$ cat src/rtl/spi_pkg.sv
// Shared SPI definitions used by spi_master and its sub-modules.
//   spi_master_state_t : master FSM state encoding
//   SPI_MODE0_CPOL/CPHA: bus mode constants (mode 0)
//   SPI_DATA_WIDTH     : default word width, common with the SPI slave
//   spi_max3           : helper for sizing shared timers
package spi_pkg;

  typedef enum logic [2:0] {
    IDLE  = 3'd0,
    SETUP = 3'd1,
    LOW   = 3'd2,
    HIGH  = 3'd3,
    HOLD  = 3'd4,
    GAP   = 3'd5
  } spi_master_state_t;

  localparam bit SPI_MODE0_CPOL = 1'b0;
  localparam bit SPI_MODE0_CPHA = 1'b0;

  localparam int unsigned SPI_DATA_WIDTH = 8;

  function automatic int unsigned spi_max3(input int unsigned a,
                                           input int unsigned b,
                                           input int unsigned c);
    int unsigned m;
    m = (a > b) ? a : b;
    return (m > c) ? m : c;
  endfunction

endpackage

$ cat src/rtl/spi_clk_div.sv
// SCLK phase divider: counts i_clk cycles within one SCLK half-period.
//   i_clk, i_rst_n : system clock, async active-low reset
//   i_en           : count while an SCLK phase is active
//   i_restart      : synchronous clear of the count
//   o_cnt          : current position inside the phase (0..CLK_DIV-1)
//   o_phase_end    : high in the last i_clk cycle of a phase
module spi_clk_div #(
  parameter int unsigned CLK_DIV = 4
) (
  input  logic                       i_clk,
  input  logic                       i_rst_n,
  input  logic                       i_en,
  input  logic                       i_restart,
  output logic [$clog2(CLK_DIV)-1:0] o_cnt,
  output logic                       o_phase_end
);

  localparam int unsigned CW = $clog2(CLK_DIV);

  logic [CW-1:0] r_cnt;
  logic          w_last;

  assign w_last      = (r_cnt == CW'(CLK_DIV - 1));
  assign o_phase_end = i_en && !i_restart && w_last;
  assign o_cnt       = r_cnt;

  // Wraps to 0 at each phase end so HIGH and LOW phases start aligned.
  always_ff @(posedge i_clk or negedge i_rst_n) begin
    if (!i_rst_n) begin
      r_cnt <= '0;
    end else if (i_restart) begin
      r_cnt <= '0;
    end else if (i_en) begin
      r_cnt <= w_last ? '0 : r_cnt + CW'(1);
    end
  end

endmodule

$ cat src/rtl/spi_master.sv
// Mode 0 (CPOL=0, CPHA=0) SPI master, one DATA_WIDTH word per request, MSB first.
//   i_clk, i_rst_n          : system clock, async active-low reset
//   i_tx_data, i_tx_valid   : request word / request strobe
//   o_tx_ready              : request accepted when high together with i_tx_valid
//   o_rx_data, o_rx_valid   : captured MISO word, one-cycle valid pulse
//   o_busy                  : transaction in progress
//   o_sclk, o_cs_n, o_mosi  : SPI bus outputs (all registered)
//   i_miso                  : SPI bus input
// Build option: define SPI_MASTER_BURST_EN to chain words inside one CS_N frame.
module spi_master
  import spi_pkg::*;
#(
  parameter int unsigned DATA_WIDTH   = SPI_DATA_WIDTH,
  parameter int unsigned CLK_DIV      = 4,
  parameter int unsigned CS_SETUP_CYC = 2,
  parameter int unsigned CS_HOLD_CYC  = 2,
  parameter int unsigned CS_IDLE_CYC  = 4
) (
  input  logic                  i_clk,
  input  logic                  i_rst_n,
  input  logic [DATA_WIDTH-1:0] i_tx_data,
  input  logic                  i_tx_valid,
  output logic                  o_tx_ready,
  output logic [DATA_WIDTH-1:0] o_rx_data,
  output logic                  o_rx_valid,
  output logic                  o_busy,
  output logic                  o_sclk,
  output logic                  o_cs_n,
  output logic                  o_mosi,
  input  logic                  i_miso
);

  localparam int unsigned CW   = $clog2(CLK_DIV);
  localparam int unsigned BW   = $clog2(DATA_WIDTH) + 1;
  localparam int unsigned TMAX = spi_max3(CS_SETUP_CYC, CS_HOLD_CYC, CS_IDLE_CYC);
  localparam int unsigned TW   = (TMAX > 1) ? $clog2(TMAX) : 1;

  spi_master_state_t     r_state;
  logic [DATA_WIDTH-2:0] r_tx_shift;  // bits still to send after the one on o_mosi
  logic [DATA_WIDTH-2:0] r_rx_shift;
  logic [BW-1:0]         r_bit_cnt;
  logic [TW-1:0]         r_tmr;
  logic                  r_tx_ready;
  logic [DATA_WIDTH-1:0] r_rx_data;
  logic                  r_rx_valid;
  logic                  r_busy;
  logic                  r_sclk;
  logic                  r_cs_n;
  logic                  r_mosi;

  logic                  w_div_en;
  logic                  w_phase_end;
  logic [CW-1:0]         w_div_cnt;
  logic                  w_last_bit;
  logic [DATA_WIDTH-1:0] w_rx_word;

  assign w_div_en   = (r_state == HIGH) || (r_state == LOW);
  assign w_last_bit = (r_bit_cnt == BW'(DATA_WIDTH - 1));
  assign w_rx_word  = {r_rx_shift, i_miso};

  spi_clk_div #(
    .CLK_DIV (CLK_DIV)
  ) u_clk_div (
    .i_clk       (i_clk),
    .i_rst_n     (i_rst_n),
    .i_en        (w_div_en),
    .i_restart   (!w_div_en),
    .o_cnt       (w_div_cnt),
    .o_phase_end (w_phase_end)
  );

  always_ff @(posedge i_clk or negedge i_rst_n) begin
    if (!i_rst_n) begin
      r_state    <= IDLE;
      r_tx_shift <= '0;
      r_rx_shift <= '0;
      r_bit_cnt  <= '0;
      r_tmr      <= '0;
      r_tx_ready <= 1'b0;
      r_rx_data  <= '0;
      r_rx_valid <= 1'b0;
      r_busy     <= 1'b0;
      r_sclk     <= SPI_MODE0_CPOL;
      r_cs_n     <= 1'b1;
      r_mosi     <= 1'b0;
    end else begin
      r_rx_valid <= 1'b0;
      case (r_state)
        IDLE: begin
          r_tx_ready <= 1'b1;
          r_tmr      <= '0;
          if (i_tx_valid && r_tx_ready) begin
            r_tx_shift <= i_tx_data[DATA_WIDTH-2:0];
            r_mosi     <= i_tx_data[DATA_WIDTH-1];
            r_bit_cnt  <= '0;
            r_cs_n     <= 1'b0;
            r_busy     <= 1'b1;
            r_tx_ready <= 1'b0;
            r_state    <= SETUP;
          end
        end
        SETUP: begin
          if (r_tmr == TW'(CS_SETUP_CYC - 1)) begin
            r_tmr   <= '0;
            r_sclk  <= 1'b1;
            r_state <= HIGH;
          end else begin
            r_tmr <= r_tmr + TW'(1);
          end
        end
        HIGH: begin
          if (w_phase_end) begin
            // MISO is sampled at the end of the high phase, together with the falling edge.
            r_sclk     <= 1'b0;
            r_rx_shift <= w_rx_word[DATA_WIDTH-2:0];
            r_tx_ready <= 1'b0;
            if (!w_last_bit) begin
              r_bit_cnt  <= r_bit_cnt + BW'(1);
              r_mosi     <= r_tx_shift[DATA_WIDTH-2];
              r_tx_shift <= r_tx_shift << 1;
              r_state    <= LOW;
            end else begin
              r_rx_data  <= w_rx_word;
              r_rx_valid <= 1'b1;
`ifdef SPI_MASTER_BURST_EN
              if (r_tx_ready && i_tx_valid) begin
                r_tx_shift <= i_tx_data[DATA_WIDTH-2:0];
                r_mosi     <= i_tx_data[DATA_WIDTH-1];
                r_bit_cnt  <= '0;
                r_state    <= LOW;
              end else begin
                r_tmr   <= '0;
                r_state <= HOLD;
              end
`else
              r_tmr   <= '0;
              r_state <= HOLD;
`endif
            end
          end
`ifdef SPI_MASTER_BURST_EN
          // Registered ready must already be high in the final HIGH cycle.
          else if (w_last_bit && (w_div_cnt == CW'(CLK_DIV - 2))) begin
            r_tx_ready <= 1'b1;
          end
`endif
        end
        LOW: begin
          if (w_phase_end) begin
            r_sclk  <= 1'b1;
            r_state <= HIGH;
          end
        end
        HOLD: begin
          if (r_tmr == TW'(CS_HOLD_CYC - 1)) begin
            r_tmr   <= '0;
            r_cs_n  <= 1'b1;
            r_mosi  <= 1'b0;
            r_state <= GAP;
          end else begin
            r_tmr <= r_tmr + TW'(1);
          end
        end
        GAP: begin
          if (r_tmr == TW'(CS_IDLE_CYC - 1)) begin
            r_tmr      <= '0;
            r_busy     <= 1'b0;
            r_tx_ready <= 1'b1;
            r_state    <= IDLE;
          end else begin
            r_tmr <= r_tmr + TW'(1);
          end
        end
        default: begin
          r_state <= IDLE;
        end
      endcase
    end
  end

  assign o_tx_ready = r_tx_ready;
  assign o_rx_data  = r_rx_data;
  assign o_rx_valid = r_rx_valid;
  assign o_busy     = r_busy;
  assign o_sclk     = r_sclk;
  assign o_cs_n     = r_cs_n;
  assign o_mosi     = r_mosi;

endmodule

$ cat config.mk
export PLATFORM = sky130hd
export DESIGN_NAME = spi_master
export DESIGN_NICKNAME = d
export VERILOG_FILES = /design/src/rtl/spi_pkg.sv /design/src/rtl/spi_clk_div.sv /design/src/rtl/spi_master.sv
export SDC_FILE = /design/constraint.sdc
export NUM_CORES = 1
export LEC_CHECK = 0
export ABC_AREA = 1
export CAP_MARGIN = 20
export CORE_UTILIZATION = 54
export DETAILED_ROUTE_END_ITERATION = 7
export GPL_ROUTABILITY_DRIVEN = 0
export PLACE_DENSITY = 0.78
export RECOVER_POWER = 50
export SYNTH_ARGS = -nofsm -noshare
export SYNTH_HDL_FRONTEND = slang
export SYNTH_HIERARCHICAL = 1
export SYNTH_SLANG_ARGS = --single-unit
$ cat constraint.sdc
create_clock -name i_clk -period 2.4 [get_ports i_clk]
set_clock_uncertainty 0.2 [all_clocks]
set_input_delay 0.24 -clock i_clk [delete_from_list [all_inputs] [get_ports i_clk]]
set_output_delay 0.24 -clock i_clk [all_outputs]
set_load 0.005 [all_outputs]
# After elaboration in Yosys (flattened, before gate mapping)
# Index checks and enable logic that the tools add are counted.
dict set report word_totals {
  register_bits 39
  latchBits 0
  ram_bits 0
  mem_bits_ro 0
  input_bits 12
  output_inout_bits 14
  word_cells 98
  mem_count 0
}
dict set report op_classes {
  add_sub_neg 3
  mul 0
  div_mod_pow 0
  magnitude_cmp 0
  n_eq_ne 17
  shift 0
  n_mux 43
  n_bitwise 0
  n_reduce_logical 22
}
# op count
set ops {}
lappend ops {{3-bit two-way mux} 7}
lappend ops {{7-bit two-way mux} 3}
lappend ops {{3-bit case mux with 6 select lines} 1}
lappend ops {{1-bit two-way mux} 15}
lappend ops {{3-bit AND reduction} 5}
lappend ops {{7-bit case mux with 2 select lines} 1}
lappend ops {{2-bit two-way mux} 6}
lappend ops {{4-bit two-way mux} 3}
lappend ops {{2-bit inequality test (second input constant)} 6}
lappend ops {{1-bit case mux with 3 select lines} 3}
lappend ops {{3-bit nonzero test} 3}
lappend ops {{2-bit case mux with 4 select lines} 1}
lappend ops {{4-bit case mux with 2 select lines} 1}
lappend ops {{4-bit AND reduction} 2}
lappend ops {{3-bit by 2-bit == test with 1-bit output (second input constant)} 2}
lappend ops {{3-bit == test (second input constant)} 2}
lappend ops {{6-bit AND reduction} 1}
lappend ops {{2-bit nonzero test} 3}
lappend ops {{5-bit AND reduction} 1}
lappend ops {{2-bit by 1-bit adder with 2-bit output (second input constant)} 2}
lappend ops {{4-bit by 1-bit adder with 4-bit output (second input constant)} 1}
lappend ops {{2-bit == test (second input constant)} 2}
lappend ops {{4-bit by 3-bit == test with 1-bit output (second input constant)} 1}
lappend ops {{2-bit by 1-bit inequality test with 1-bit output (second input constant)} 2}
lappend ops {{other kinds (9)} 11}

# Depth between registers and ports, before layout
dict set report logic_depth {
  ltp_word 5
  ltp_mapped 12
  depth_no_buf 12
}

# Modules after synthesis
# The synthesis kept the hierarchy.
# module instances cells_each area_each_um2 seq_area_each_um2
set modules_own_cells {}
lappend modules_own_cells {spi_master 1 234 1860.5 927.1}
lappend modules_own_cells {spi_clk_div 1 14 110.1 50.0}

# Worst setup path before layout
# Ideal clock, no wire load.
dict set report synth_path {
  path_type {register to register}
  from {register r_state[2]}
  to {register r_bit_cnt[3]}
  setup_time_ns 0.116
  arrival_time_ns 1.774
  required_ns 2.084
  path_slack_ns 0.310
  stages_incl_launch_ff 13
  path_buffers 2
  synth_period_minus_slack_ns 2.090
  cell_sequence {dfrtp_1 > buf_4 > nor2_1 > inv_1 > nor3b_1 > inv_1 > nand2_4 > nand2_2 > inv_2 > nand2_4 > buf_8 > nand2_1 > nand2_1}
}
dict set report synth_between {
  elab_chain_cells 5
  elab_cells_between_ends 11
  classes_between {eq/ne: 5; mux: 1; reduce/logical: 5}
}
# item line_no
set synth_rtl {}
lappend synth_rtl {{start: declaration} spi_master.sv:38} ;# spi_master_state_t r_state;
lappend synth_rtl {{start signal: assignment} spi_master.sv:74} ;# r_state <= IDLE;
lappend synth_rtl {{start signal: assignment} spi_master.sv:99} ;# r_state <= SETUP;
lappend synth_rtl {{start signal: assignment} spi_master.sv:106} ;# r_state <= HIGH;
lappend synth_rtl {{3-bit by 2-bit == test with 1-bit output} spi_master.sv:57} ;# assign w_div_en = (r_state == HIGH) || (r_state == LOW);
lappend synth_rtl {{1-bit logical OR (*)} spi_master.sv:57}
lappend synth_rtl {{via w_div_en} spi_master.sv:51} ;# logic w_div_en;
lappend synth_rtl {{1-bit logical AND (*)} spi_clk_div.sv:24} ;# assign o_phase_end = i_en && !i_restart && w_last;
lappend synth_rtl {{via w_phase_end} spi_master.sv:52} ;# logic w_phase_end;
lappend synth_rtl {{2-bit by 1-bit inequality test with 1-bit output (no source line) (*)} -}
lappend synth_rtl {{4-bit AND reduction (no source line) (*)} -}
lappend synth_rtl {{end signal: assignment} spi_master.sv:118} ;# r_bit_cnt <= r_bit_cnt + BW'(1);
lappend synth_rtl {{end: declaration} spi_master.sv:41} ;# logic [BW-1:0] r_bit_cnt;
# Mark *: on every way through the listed nets, which the timed path passes. The rest lies on a longest branch.
# A chain may end at the register's enable or synchronous reset.

# Worst setup path after layout
dict set report layout_path {
  from {register r_state[1]}
  to {register r_tx_shift[3]}
}
dict set report layout_between {
  elab_chain_cells 5
  elab_cells_between_ends 11
  classes_between {eq/ne: 5; mux: 1; reduce/logical: 5}
}
# item line_no
set layout_rtl {}
lappend layout_rtl {{3-bit by 2-bit == test with 1-bit output} spi_master.sv:57}
lappend layout_rtl {{1-bit logical OR (*)} spi_master.sv:57}
lappend layout_rtl {{via w_div_en} spi_master.sv:51}
lappend layout_rtl {{1-bit logical AND (*)} spi_clk_div.sv:24}
lappend layout_rtl {{via w_phase_end} spi_master.sv:52}
lappend layout_rtl {{2-bit by 1-bit inequality test with 1-bit output (no source line) (*)} -}
lappend layout_rtl {{4-bit AND reduction (no source line) (*)} -}
lappend layout_rtl {{end signal: assignment} spi_master.sv:93} ;# r_tx_shift <= i_tx_data[DATA_WIDTH-2:0];
lappend layout_rtl {{end signal: assignment} spi_master.sv:120} ;# r_tx_shift <= r_tx_shift << 1;
lappend layout_rtl {{end: declaration} spi_master.sv:39} ;# logic [DATA_WIDTH-2:0] r_tx_shift;
# Marks and branches as above.

==> qor.yml <==
final_layout:
  fill_cells: 302
  layout-drive-gt1-share_pct: 10.8
  fin_area_um2: 2320
  area_growth_pct: 17.6
  diodes: 0
  nNetsFinal: 295
yosys:
  yosys-top-cells-area: "dfrtp_1 (48%), nand2_1 (19%), inv_1 (4.0%)"
  ys_seq_area_share_pct: 49.6
  synth_top_area_share_pct: 48.3
  synth_area_per_cell_um2: 7.95
  synth_area_leader_cell: "dfrtp_1"
  synth_fp_nets: 265
  synth_warnings: 6
  synthCells: 248
  synth_cell_types: 27
  synth_seq_cells: 39
  synth.cell_area_um2: 1970
hold_path:
  hp-class: "input pin to flip-flop"
clock_network:
  post_cts_buffers: 0
  cts_root_buf: "clkbuf_4"
  cts_sinks: 39
  clk_latency_ns: 0.35
  htreeDepth: 2
  clockBufferDepth: 2
  tritoncts: "done"
  clkTransAtPathRegs_ns: 0.11
  cts_buffers: 5
floorplanning:
  start_util_pct: 57.7
  die_y_um: 62.4
  die_width_um: 62.4
  coreArea_um2: 3420
  num_rows: 21
  pin_count: 26
  dieArea_um2: 3900
critical_path:
  start_kind: "flip-flop"
  ff2ff_setup_slack_ns: 0.31
  crit_type: "flip-flop to flip-flop"
  crit_fanout: 15
  cp.required_ns: 2.50
  cp_data_arrival_time_ns: 2.19
  cp-end-kind: "flip-flop"
global_routing:
  grt_pass1_wl_um: 6490
  first_global_vias: 1506
  overflow: 0
  grt_start_max_net_pins: 40
  antenna_found_initial: 0
  grt.total_usage_pct: 21.3
pwr:
  p_total_mw: 2.19
  powerDensity_nw_per_um2: 947
  leakagePower_nw: 1.21
  max-vdd-ir-drop_uv: 489
route:
  met1_length_um: 1740
  ant_nets: 0
  drtIter0Drc: 90
  dr_wl_met2_um: 1550
  wl_met3_um: 171
  via_count: 1591
  highest_layer: "met4"
  routed_wirelength_um: 3530
  remaining_drc_errors: 0
  detail_route.wl_per_cell_um: 10.9
  vias_per_cell: 4.91
  drt_pass1_iterations: 4
placement:
  place_area_um2: 2250
  dpl.hpwl_um: 2480
  io_buffers: 25
sta:
  rsz0062_at_grt: "false"
  fmax_ghz: 0.478
  tightest_slew_ns: 0.927
  finalHoldViolCount: 0
  finalSetupTns_ns: 0
  final_max_slew_viol_count: 0
  slew_headroom_pct: 38.2
  period_share_pct: 87.1
  setup_viol: 0
  min_period_ns: 2.09
outcome:
  outcome: "finished clean"
job:
  maxCapViolations: 0
==> logic make-up (layout without fill, tap and decap cells) <==
logic type                 count (synthesis)  in the layout  share of synthesized area (%)
and+or+nand+nor                          149            149                           33.2
DFF                                       39             39                           49.6
buffers and inverters                     29             59                           6.60
AOI/OAI and AO/OA                         25             25                           6.98
adders and majority gates                  5              5                           3.17
xor gates and xnor gates                   1              1                          0.445
==> sequential cells by signal, indices dropped and copies added, names as in the netlist <==
register / flops
r_tmr: 2
o_busy: 1
r_bit_cnt: 4
o_cs_n: 1
u_clk_div/o_cnt: 2
o_mosi: 1
o_sclk: 1
o_rx_data: 8
r_state: 3
r_tx_shift: 7
o_tx_ready: 1
r_rx_shift: 7
o_rx_valid: 1
==> cells in the final DEF (no fill, tap or decap) <==
cell type	n
inv_1	21
or2_2	1
nand2_1	99
nand3_2	2
a21oi_1	4
clkbuf_4	5
dfstp_2	1
nor3b_2	1
clkbuf_8	1
buf_4	2
nor2_1	19
nand3b_1	1
o21ai_1	6
clkinv_2	1
nand3_1	15
nor2_2	2
nand2_4	2
xor2_1	1
dlygate4sd3_1	4
a31oi_1	1
inv_2	3
ha_1	5
o21ai_2	3
clkdlybuf4s50_1	21
or2_1	1
dfrtp_1	38
nand2_2	4
nor2_8	1
clkbuf_2	1
nand4_1	1
o21ai_0	11
==> worst max-delay path: stages (launching register included) <==
cell,delay [ns]
dfrtp_1,0.41
inv_1,0.10
nor2_1,0.20
inv_1,0.12
nor3b_2,0.28
inv_1,0.13
nand2_4,0.09
nand2_2,0.05
inv_2,0.08
nand2_4,0.12
inv_2,0.14
nand2_1,0.06
nand2_1,0.05
==> stage by stage <==
step           utilization, %  setup WS [ns]  hold slack (ns)  cells
2_1_floorplan               -          0.310           -0.256    248
3_3_place_gp             65.8          0.275            0.194    316
3_5_place_dp             65.8          0.149            0.198    316
4_1_cts                  67.8          0.134            0.250    324
5_1_grt                  67.8         0.0562            0.278    324
6_report                 67.8          0.308            0.247    324
==> worst paths after layout <==
kind | startpoint | endpoint | depth (start not counted)
min in group asynchronous | i_rst_n | u_clk_div/o_cnt[1]$_DFFE_PN0P_ | 2
hold reg to reg | o_rx_data[7]$_DFFE_PN0P_ | o_rx_data[7]$_DFFE_PN0P_ | 2
setup / recovery | r_state[1]$_DFFE_PN0P_ | r_tx_shift[3]$_DFFE_PN0P_ | 12
setup reg to reg | r_state[1]$_DFFE_PN0P_ | r_tx_shift[3]$_DFFE_PN0P_ | 12
hold / removal | i_tx_data[0] | r_tx_shift[0]$_DFFE_PN0P_ | 3
max in group asynchronous | i_rst_n | o_rx_valid$_DFF_PN0_ | 2
==> metal layers <==
metal  vias to the layer above  GRT usage (%)
li1                        834              -
met1                       700           28.3
met2                        51           33.7
met3                         6           4.93
met4                         0           8.72
met5                         -              0
==> synthesized netlist by cell type (all sizes together) <==
| cell | instances |
|---|---|
| nand2 | 105 |
| dfrtp | 38 |
| inv | 24 |
| nor2 | 22 |
| o21ai | 20 |
| nand3 | 17 |
| buf | 5 |
| ha | 5 |
| a21oi | 4 |
| or2 | 2 |
| a31oi | 1 |
| dfstp | 1 |
| nand3b | 1 |
| nand4 | 1 |
| nor3b | 1 |
| xor2 | 1 |
==> where the power goes <==
group          internal (mW)  switching [mW]
combinational          0.335           0.590
clock                  0.136           0.204
sequential             0.823           0.107
total                   1.29           0.901
==> final cells by class <==
| cell class | count | area, um^2 | area share (%) |
|---|---|---|---|
| flip-flops and latches | 39 | 977 | 42.2 |
| multi-input cells | 180 | 866 | 37.4 |
| repair buffers | 28 | 270 | 11.7 |
| inverters | 24 | 90.1 | 3.89 |
| well taps | 46 | 57.6 | 2.48 |
| clock buffers | 6 | 51.3 | 2.21 |
| clock inverters | 1 | 5.00 | 0.216 |
==> what timing repair did <==
action | CTS | global route
endpoints found under the setup margin | 0 | 13
hold endpoints to repair | 38 | 0
gates resized for setup | 0 | 1
hold buffers | 1 | 0
No activity file was read; power rests on OpenSTA's default activity.
